==> src/rtl/d_lsu.sv <==
// rtl/d_lsu.sv - data-side load/store unit
// Runs one RV32 memory op at a time over a simple rd/wr request bus.
module d_lsu #(
  parameter int XLEN     = 32,
  parameter int ADDR_LEN = 14
) (
  input  logic                clk,
  input  logic                rstb,
  input  logic                req_valid,
  output logic                req_ready,
  input  logic                req_store,
  input  logic [2:0]          req_funct3,
  input  logic [XLEN-1:0]     req_addr,
  input  logic [XLEN-1:0]     req_wdata,
  output logic                done,
  output logic                err,
  output logic [XLEN-1:0]     ld_data,
  output logic [ADDR_LEN-1:0] addr,
  output logic                rd_req,
  output logic                wr_req,
  input  logic                rd_ready,
  input  logic                wr_ready,
  output logic [XLEN/8-1:0]   be,
  output logic [XLEN-1:0]     wr_data,
  input  logic [XLEN-1:0]     rd_data
);

  localparam int NB = XLEN / 8;

  typedef enum logic [1:0] {
    S_IDLE,
    S_RD,
    S_WR,
    S_RESP
  } state_t;

  state_t                state;
  logic                  op_store;
  logic [2:0]            op_f3;
  logic [ADDR_LEN-1:0]   op_addr;
  logic [XLEN-1:0]       op_wdata;

  // Only the low ADDR_LEN address bits reach the bus.
  logic unused_addr_hi;
  assign unused_addr_hi = ^req_addr[XLEN-1:ADDR_LEN];

  function automatic logic op_legal(input logic st, input logic [2:0] f3,
                                    input logic [1:0] a);
    logic ok_code;
    logic ok_align;
    if (st) ok_code = (f3 < 3'd3);
    else    ok_code = (f3 != 3'd3) && (f3 != 3'd6) && (f3 != 3'd7);
    case (f3[1:0])
      2'd1:    ok_align = ~a[0];
      2'd2:    ok_align = (a == 2'b00);
      default: ok_align = 1'b1;
    endcase
    return ok_code && ok_align;
  endfunction

  function automatic logic [NB-1:0] lane_mask(input logic [2:0] f3, input logic [1:0] a);
    logic [NB-1:0] m;
    case (f3[1:0])
      2'd0:    m = NB'(1) << a;
      2'd1:    m = NB'(3) << a;
      default: m = NB'(15);
    endcase
    return m;
  endfunction

  function automatic logic [XLEN-1:0] load_extend(input logic [2:0] f3, input logic [1:0] a,
                                                  input logic [XLEN-1:0] d);
    logic [7:0]      b;
    logic [15:0]     h;
    logic [XLEN-1:0] r;
    b = d[{a, 3'b000} +: 8];
    h = d[{a[1], 4'b0000} +: 16];
    case (f3)
      3'd0:    r = {{(XLEN-8){b[7]}}, b};
      3'd1:    r = {{(XLEN-16){h[15]}}, h};
      3'd4:    r = {{(XLEN-8){1'b0}}, b};
      3'd5:    r = {{(XLEN-16){1'b0}}, h};
      default: r = d;
    endcase
    return r;
  endfunction

  // Bus-facing address and data come from the captured op so they hold steady while waiting.
  assign addr = op_addr;

  always_comb begin
    wr_data = op_wdata;
    case (op_f3[1:0])
      2'd0:    wr_data = {NB{op_wdata[7:0]}};
      2'd1:    wr_data = {(NB/2){op_wdata[15:0]}};
      default: wr_data = op_wdata;
    endcase
  end

  always_ff @(posedge clk or negedge rstb) begin
    if (!rstb) begin
      state     <= S_IDLE;
      req_ready <= 1'b1;
      rd_req    <= 1'b0;
      wr_req    <= 1'b0;
      be        <= '0;
      done      <= 1'b0;
      err       <= 1'b0;
      ld_data   <= '0;
      op_store  <= 1'b0;
      op_f3     <= 3'd0;
      op_addr   <= '0;
      op_wdata  <= '0;
    end else begin
      case (state)
        S_IDLE: begin
          if (req_valid) begin
            op_store  <= req_store;
            op_f3     <= req_funct3;
            op_addr   <= req_addr[ADDR_LEN-1:0];
            op_wdata  <= req_wdata;
            req_ready <= 1'b0;
            if (!op_legal(req_store, req_funct3, req_addr[1:0])) begin
              state <= S_RESP;
              done  <= 1'b1;
              err   <= 1'b1;
            end else if (req_store) begin
              state  <= S_WR;
              wr_req <= 1'b1;
              be     <= lane_mask(req_funct3, req_addr[1:0]);
            end else begin
              state  <= S_RD;
              rd_req <= 1'b1;
            end
          end
        end
        S_RD: begin
          if (rd_ready) begin
            state   <= S_RESP;
            rd_req  <= 1'b0;
            done    <= 1'b1;
            err     <= 1'b0;
            ld_data <= load_extend(op_f3, op_addr[1:0], rd_data);
          end
        end
        S_WR: begin
          if (wr_ready) begin
            state  <= S_RESP;
            wr_req <= 1'b0;
            be     <= '0;
            done   <= 1'b1;
            err    <= 1'b0;
          end
        end
        S_RESP: begin
          state     <= S_IDLE;
          done      <= 1'b0;
          err       <= 1'b0;
          req_ready <= 1'b1;
        end
        default: begin
          state     <= S_IDLE;
          rd_req    <= 1'b0;
          wr_req    <= 1'b0;
          be        <= '0;
          done      <= 1'b0;
          err       <= 1'b0;
          req_ready <= 1'b1;
        end
      endcase
    end
  end

endmodule

==> config.mk <==
export PLATFORM = sky130hd
export DESIGN_NAME = d_lsu
export DESIGN_NICKNAME = d
export VERILOG_FILES = /design/src/rtl/d_lsu.sv
export SDC_FILE = /design/constraint.sdc
export NUM_CORES = 1
export LEC_CHECK = 0
export CAP_MARGIN = 20
export CORE_MARGIN = 2
export CORE_UTILIZATION = 44
export DETAILED_ROUTE_END_ITERATION = 10
export GPL_TIMING_DRIVEN = 0
export PLACE_DENSITY = 0.78
export SETUP_SLACK_MARGIN = 0.4
export SKIP_CTS_REPAIR_TIMING = 1
export SYNTH_ARGS = -nofsm -noshare
export SYNTH_HDL_FRONTEND = slang
export SYNTH_SLANG_ARGS = --single-unit
==> constraint.sdc <==
create_clock -name clk -period 2.52 [get_ports clk]
set_input_delay 0.252 -clock clk [delete_from_list [all_inputs] [get_ports clk]]
set_output_delay 0.252 -clock clk [all_outputs]
set_load 0.02 [all_outputs]
* Word level (Yosys, flattened, before mapping) *
Cells that the tools add are included.
Widths: inputs -> output; s select.

cells by class
  add/subtract/negate cells = 0
  multiply operators = 0
  div/mod/pow operators = 0
  $lt $le $gt $ge = 1
  eq/ne operators = 19
  shift-type cells = 4
  mux-type cells = 38
  bitwise logic cells = 1
  reductions and logical operators = 18

operators by type and width
  operator             number
  $pmux 32 s4          1
  $pmux 32 s2          1
  $shiftx 32x6->16     1
  $shiftx 32x6->8      1
  $mux 1               18
  $mux 4               4
  $pmux 4 s2           2
  $ne 2x2->1 const B   7
  $mux 2               5
  $reduce_and 5->1     2
  $logic_not 2->1      4
  $pmux 1 s2           4
  $pmux 1 s4           2
  $pmux 2 s4           1
  $eq 2x1->1 const B   3
  $eq 2x2->1 const B   3
  $eq 3x3->1 const B   2
  $ne 3x3->1 const B   2
  $reduce_and 2->1     3
  $reduce_bool 2->1    3
  $reduce_and 4->1     1
  $shl 1x2->4 const A  1
  $shl 2x2->4 const A  1
  $eq 3x1->1 const B   1
  other kinds (6)      8

word-level totals
  register bits after elaboration = 92
  latch bits = 0
  RAM bits = 0
  bits in read-only memories = 0
  bits of input ports = 105
  output and inout bits = 87
  logic and storage cells = 92
  memories = 0

* Longest topological paths before layout *
  word-level depth = 10
  gate-level depth with buffers = 7
  mapped depth without buffers = 6

* Worst setup path after synthesis *
No wires, ideal clock.

  path type = reg-to-reg
  start point = reg op_addr[1] (netlist: addr[1])
  end point = reg ld_data[20]
  setup time = 0.121 ns
  arrival = 1.776 ns
  data required time = 2.399 ns
  path slack = 0.623 ns
  stages on the path, launching flop included = 7
  path buffers = 2
  period minus slack after synthesis = 1.897 ns
  cells stage by stage = dfrtp_1 -> buf_6 -> mux4_2 -> or2_4 -> a21oi_4 -> buf_6 -> a21oi_1

on the way
  cells in the longest elaborated chain, start to end = 2
  elaborated cells on any way between the ends = 3
  classes of those cells = shift (2); mux (1)

ends and longest elaborated chain
  item                                                        RTL line  RTL
  from (decl)                                                 40        logic [ADDR_LEN-1:0] op_addr;
  from (signal assigned)                                      120       op_addr <= req_addr[ADDR_LEN-1:0];
  $shiftx 32x6->16 / $shiftx 32x6->8 (equally long branches)  77, 76
  $pmux 32 s4 (*)                                             78        case (f3)
  to (signal assigned)                                        143       ld_data <= load_extend(op_f3, op_addr[1:0], rd_data);
  to (decl)                                                   17        output logic [XLEN-1:0] ld_data,

Mark *: on every way between the ends. The rest lies on a longest branch, timed or not.
A chain may end at the register's enable or synchronous reset.

* Worst setup path after layout *
  start point = reg state[0]
  end point = reg op_wdata[6]

on the way
  cells in the longest elaborated chain, start to end = 2

ends and longest elaborated chain
  item                               RTL line  RTL
  from (decl)                        37        state_t state;
  from (signal assigned)             102       state <= S_IDLE;
  from (signal assigned)             124       state <= S_RESP;
  from (signal assigned)             128       state <= S_WR;
  $logic_not 2->1                    115       case (state)
  $reduce_and 2->1 (no source line)  --
  to (signal assigned)               121       op_wdata <= req_wdata;
  to (decl)                          41        logic [XLEN-1:0] op_wdata;

Every way passes these cells.

==> results by group <==
Detailed routing
  – WL per Instance: about 18 um
  – Via Count: 4147
  – Post-route ant nets: 0
  – DR iter-0 viols: roughly 160
  – Routed vias/inst: 5.351
  – Final wirelength: about 14000 um
  – # DRC: 0
  – Drt first pass iters: 4

Yosys
  – Synth area leader: dfrtp_1
  – Mapped Nets: 560
  – Syn Area/Cell: between 10 and 15 um2
  – Cells after Synth: 445
  – Synth Area in Simple Gates: between 10% and 20%
  – YS warnings: 0
  – Area fraction of the dominant cell type after synthesis: between 40% and 50%
  – EDFF count, synth: 0
  – Seq/Total Area, Yosys: 48.04%
  – Async SR Flop Fraction: 100.0%
  – Mux contribution to synthesized area: 19.60%
  – Most common cell in the netlist: dfrtp_1
  – Synth top cells by count: dfrtp_1, mux2_2, nand2_1
  – Cell area after synthesis: 4795 um2
  – Synth cell types: 45
  – Number of synthesized register bits: 92
  – Synth Flop Type: dfrtp_1
  – Compound-Gate Fraction of Synth Area: 13.96%
  – Post-Synth Adder-Cell Area: 2.610%
  – Dominant cells by area after synthesis: dfrtp_1, mux2_2, a21oi_1, nand2_1, mux2i_1
  – Synth Area in XOR/XNOR: 0%
  – Largest family of logic cells by synthesized area: multiplexers

Placed design
  – DP Worst Slack: -39.39 ps
  – GP Congestion: 0.8484
  – PortBufs: between 150 and 200
  – Dpl hpwl: 10290 um

Critical path
  – Crit start category: flop
  – Worst reg2reg endpoint: op_wdata[6]
  – R2R cell count: 5
  – R2r startpoint: state[0]
  – Flop2flop setup slack: ~370 ps
  – Critical path required time: between 2000 and 3000 ps
  – CP Capture Type: flop
  – End of the critical path: op_wdata[6]
  – Crit path launch: state[0]
  – Critical Path AT: between 2000 and 2500 ps
  – Worst Path Max Fanout: 10
  – WS Path Type: reg -> reg

STA
  – Final WS setup: between 300 and 400 ps
  – RSZ-0062 raised after global routing: yes
  – Slew Viols, Final: 0
  – Worst hold slack: 393.2 ps
  – Worst Skew: 8.090 ps
  – Setup tns final: 0 ps
  – Fmax: between 400 and 500 MHz
  – Tmin final: 2145 ps
  – Hold Fails Final Rpt: 0
  – Actual slew at the worst max-slew pin: between 700 and 800 ps
  – Relative slew slack: 52.02%
  – Final setup vio count: 0
  – Fin crit share: 85.12%

CTS
  – CTS root buf: clkbuf_8
  – Worst-path clk slew: around 90 ps
  – TritonCTS Sinks: 92
  – H-tree levels: 3
  – Clk_lat worst skew: 360 ps
  – CTS Buf Count: 9
  – Clock buffer depth: 2
  – CTS tree: done

Floorplan
  – Core Rows: 38
  – Top Ports: 192
  – Starting Density: 44.62%
  – Core area: 10750 um2
  – DIE WIDTH: 108.4 um
  – DIE HEIGHT: 108.4 um
  – Die area: 11750 um2

Min path
  – HP Class: in -> async

Global routing
  – Number of global-route vias before repair: 4272
  – Initial antenna violation count: 0
  – Largest net degree at the start of global routing: 58
  – Total Routing Usage GR: 23.80%
  – First-pass GRT wire length: 21390 um
  – Total grt overflow: 0

Final layout
  – Diode count: 0
  – Fin util: about two thirds
  – Share of layout cells above drive strength 1: 20.16%
  – Area grow syn2layout: 46.50%
  – Fillers: approximately 900
  – Final #Nets: 747

Power and ir drop
  – Register share of total power: 28.9%
  – Worst vdd ir: roughly 0.8 mV
  – P_leak: 3.134 nW
  – Switching share of power: 41.19%
  – Pwr dens: between 1000 and 1500 nW/um2
  – Comb power frac: about three fifths
  – Psw: 0.003869 W
  – Internal power: 0.005524 W
  – Total Power: 0.009393 W
  – Clock Power Share: 10.7%

Flow run
  – Max cap viols: 0

Outcome
  – Outcome: finished, final reports clean
layout by cell type (no fill, tap or decap), types with 5 or more instances in the layout:
cell and count:
clkdlybuf4s50_1 148, dfrtp_1 90, mux2_2 69, nand2_1 41
a21oi_1 38, nor2_1 26, dlymetal6s2s_1 19, o21ai_0 17
mux2i_1 14, inv_1 13, clkbuf_8 11, buf_4 10
clkbuf_1 10, nor2b_1 10, nand2b_1 10, ha_1 10
clkbuf_2 9, o31ai_1 8, o21ba_2 7, buf_1 5
or3_1 5, a221oi_1 5
worst min-delay path by stage:
stage                     from           to  slack [ps]  cells after the start
floorplan                 rstb      addr[0]         -40                      0
global placement    ld_data[2]   ld_data[2]         470                      2
detailed placement        rstb  ld_data[20]         250                      1
CTS                       rstb  ld_data[18]        -150                      1
global route              rstb   ld_data[6]         430                      2
finish                    rstb  ld_data[18]         390                      2
power by group through the flow:
stage	combinational (W)	clock (W)	sequential, W
after CTS	0.00572	0.00102	0.00271
after global placement	0.00558	0	0.00269
after detailed placement	0.00568	0	0.00274
final	0.00567	0.00101	0.00271
after global routing	0.00609	0.00109	0.00280
after floorplan	0.00281	0	0.00316
layout make-up:
type / count / area [um2] / share of cell area [%]
timing repair buffer: 176 / 1809 / 25.76
tap: 140 / 175.2 / 2.494
multi-input combinational: 306 / 2293 / 32.65
clock buffer: 12 / 155.1 / 2.209
buffer: 34 / 202.7 / 2.886
sequential: 92 / 2305 / 32.81
inverter: 13 / 48.80 / 0.6947
clock inverter: 2 / 35.03 / 0.4988
registers in the layout, indices dropped and copies added (netlist names):
| signal | cells |
|---|---|
| state | 2 |
| op_f3 | 3 |
| addr | 14 |
| done | 1 |
| err | 1 |
| op_wdata | 32 |
| req_ready | 1 |
| be | 4 |
| ld_data | 32 |
| rd_req | 1 |
| wr_req | 1 |
through the flow:
stage / instance area (um2) / std cells
6_report: 7024 / 775
5_1_grt: 7024 / 775
4_1_cts: 6917 / 773
3_5_place_dp: 6726 / 759
3_3_place_gp: 6701 / 758
2_1_floorplan: 4795 / 445
cell families (layout without fill, tap and decap cells):
kind of cell | Yosys count | after routing
simple gates | 111 | 111
compound gates | 101 | 101
flops | 92 | 92
mux | 84 | 84
buf+inv | 47 | 237
fa+ha+maj | 10 | 10
worst max-delay path: stages, from the launching register on:
cell and delay (ps):
dfrtp_1 410, inv_1 100, ha_1 250, nand2_1 270, clkbuf_1 600, mux2_2 410
layer usage:
layer  vias up  global-route usage (%)  wire length [um]
met5         -                       0                 0
met3        29                   7.173              1310
met1      2004                   28.46              5481
met2       173                   39.89              6646
li1       1941                       -                 -
met4         0                   10.07               363
(Power assumes the default switching activity.)
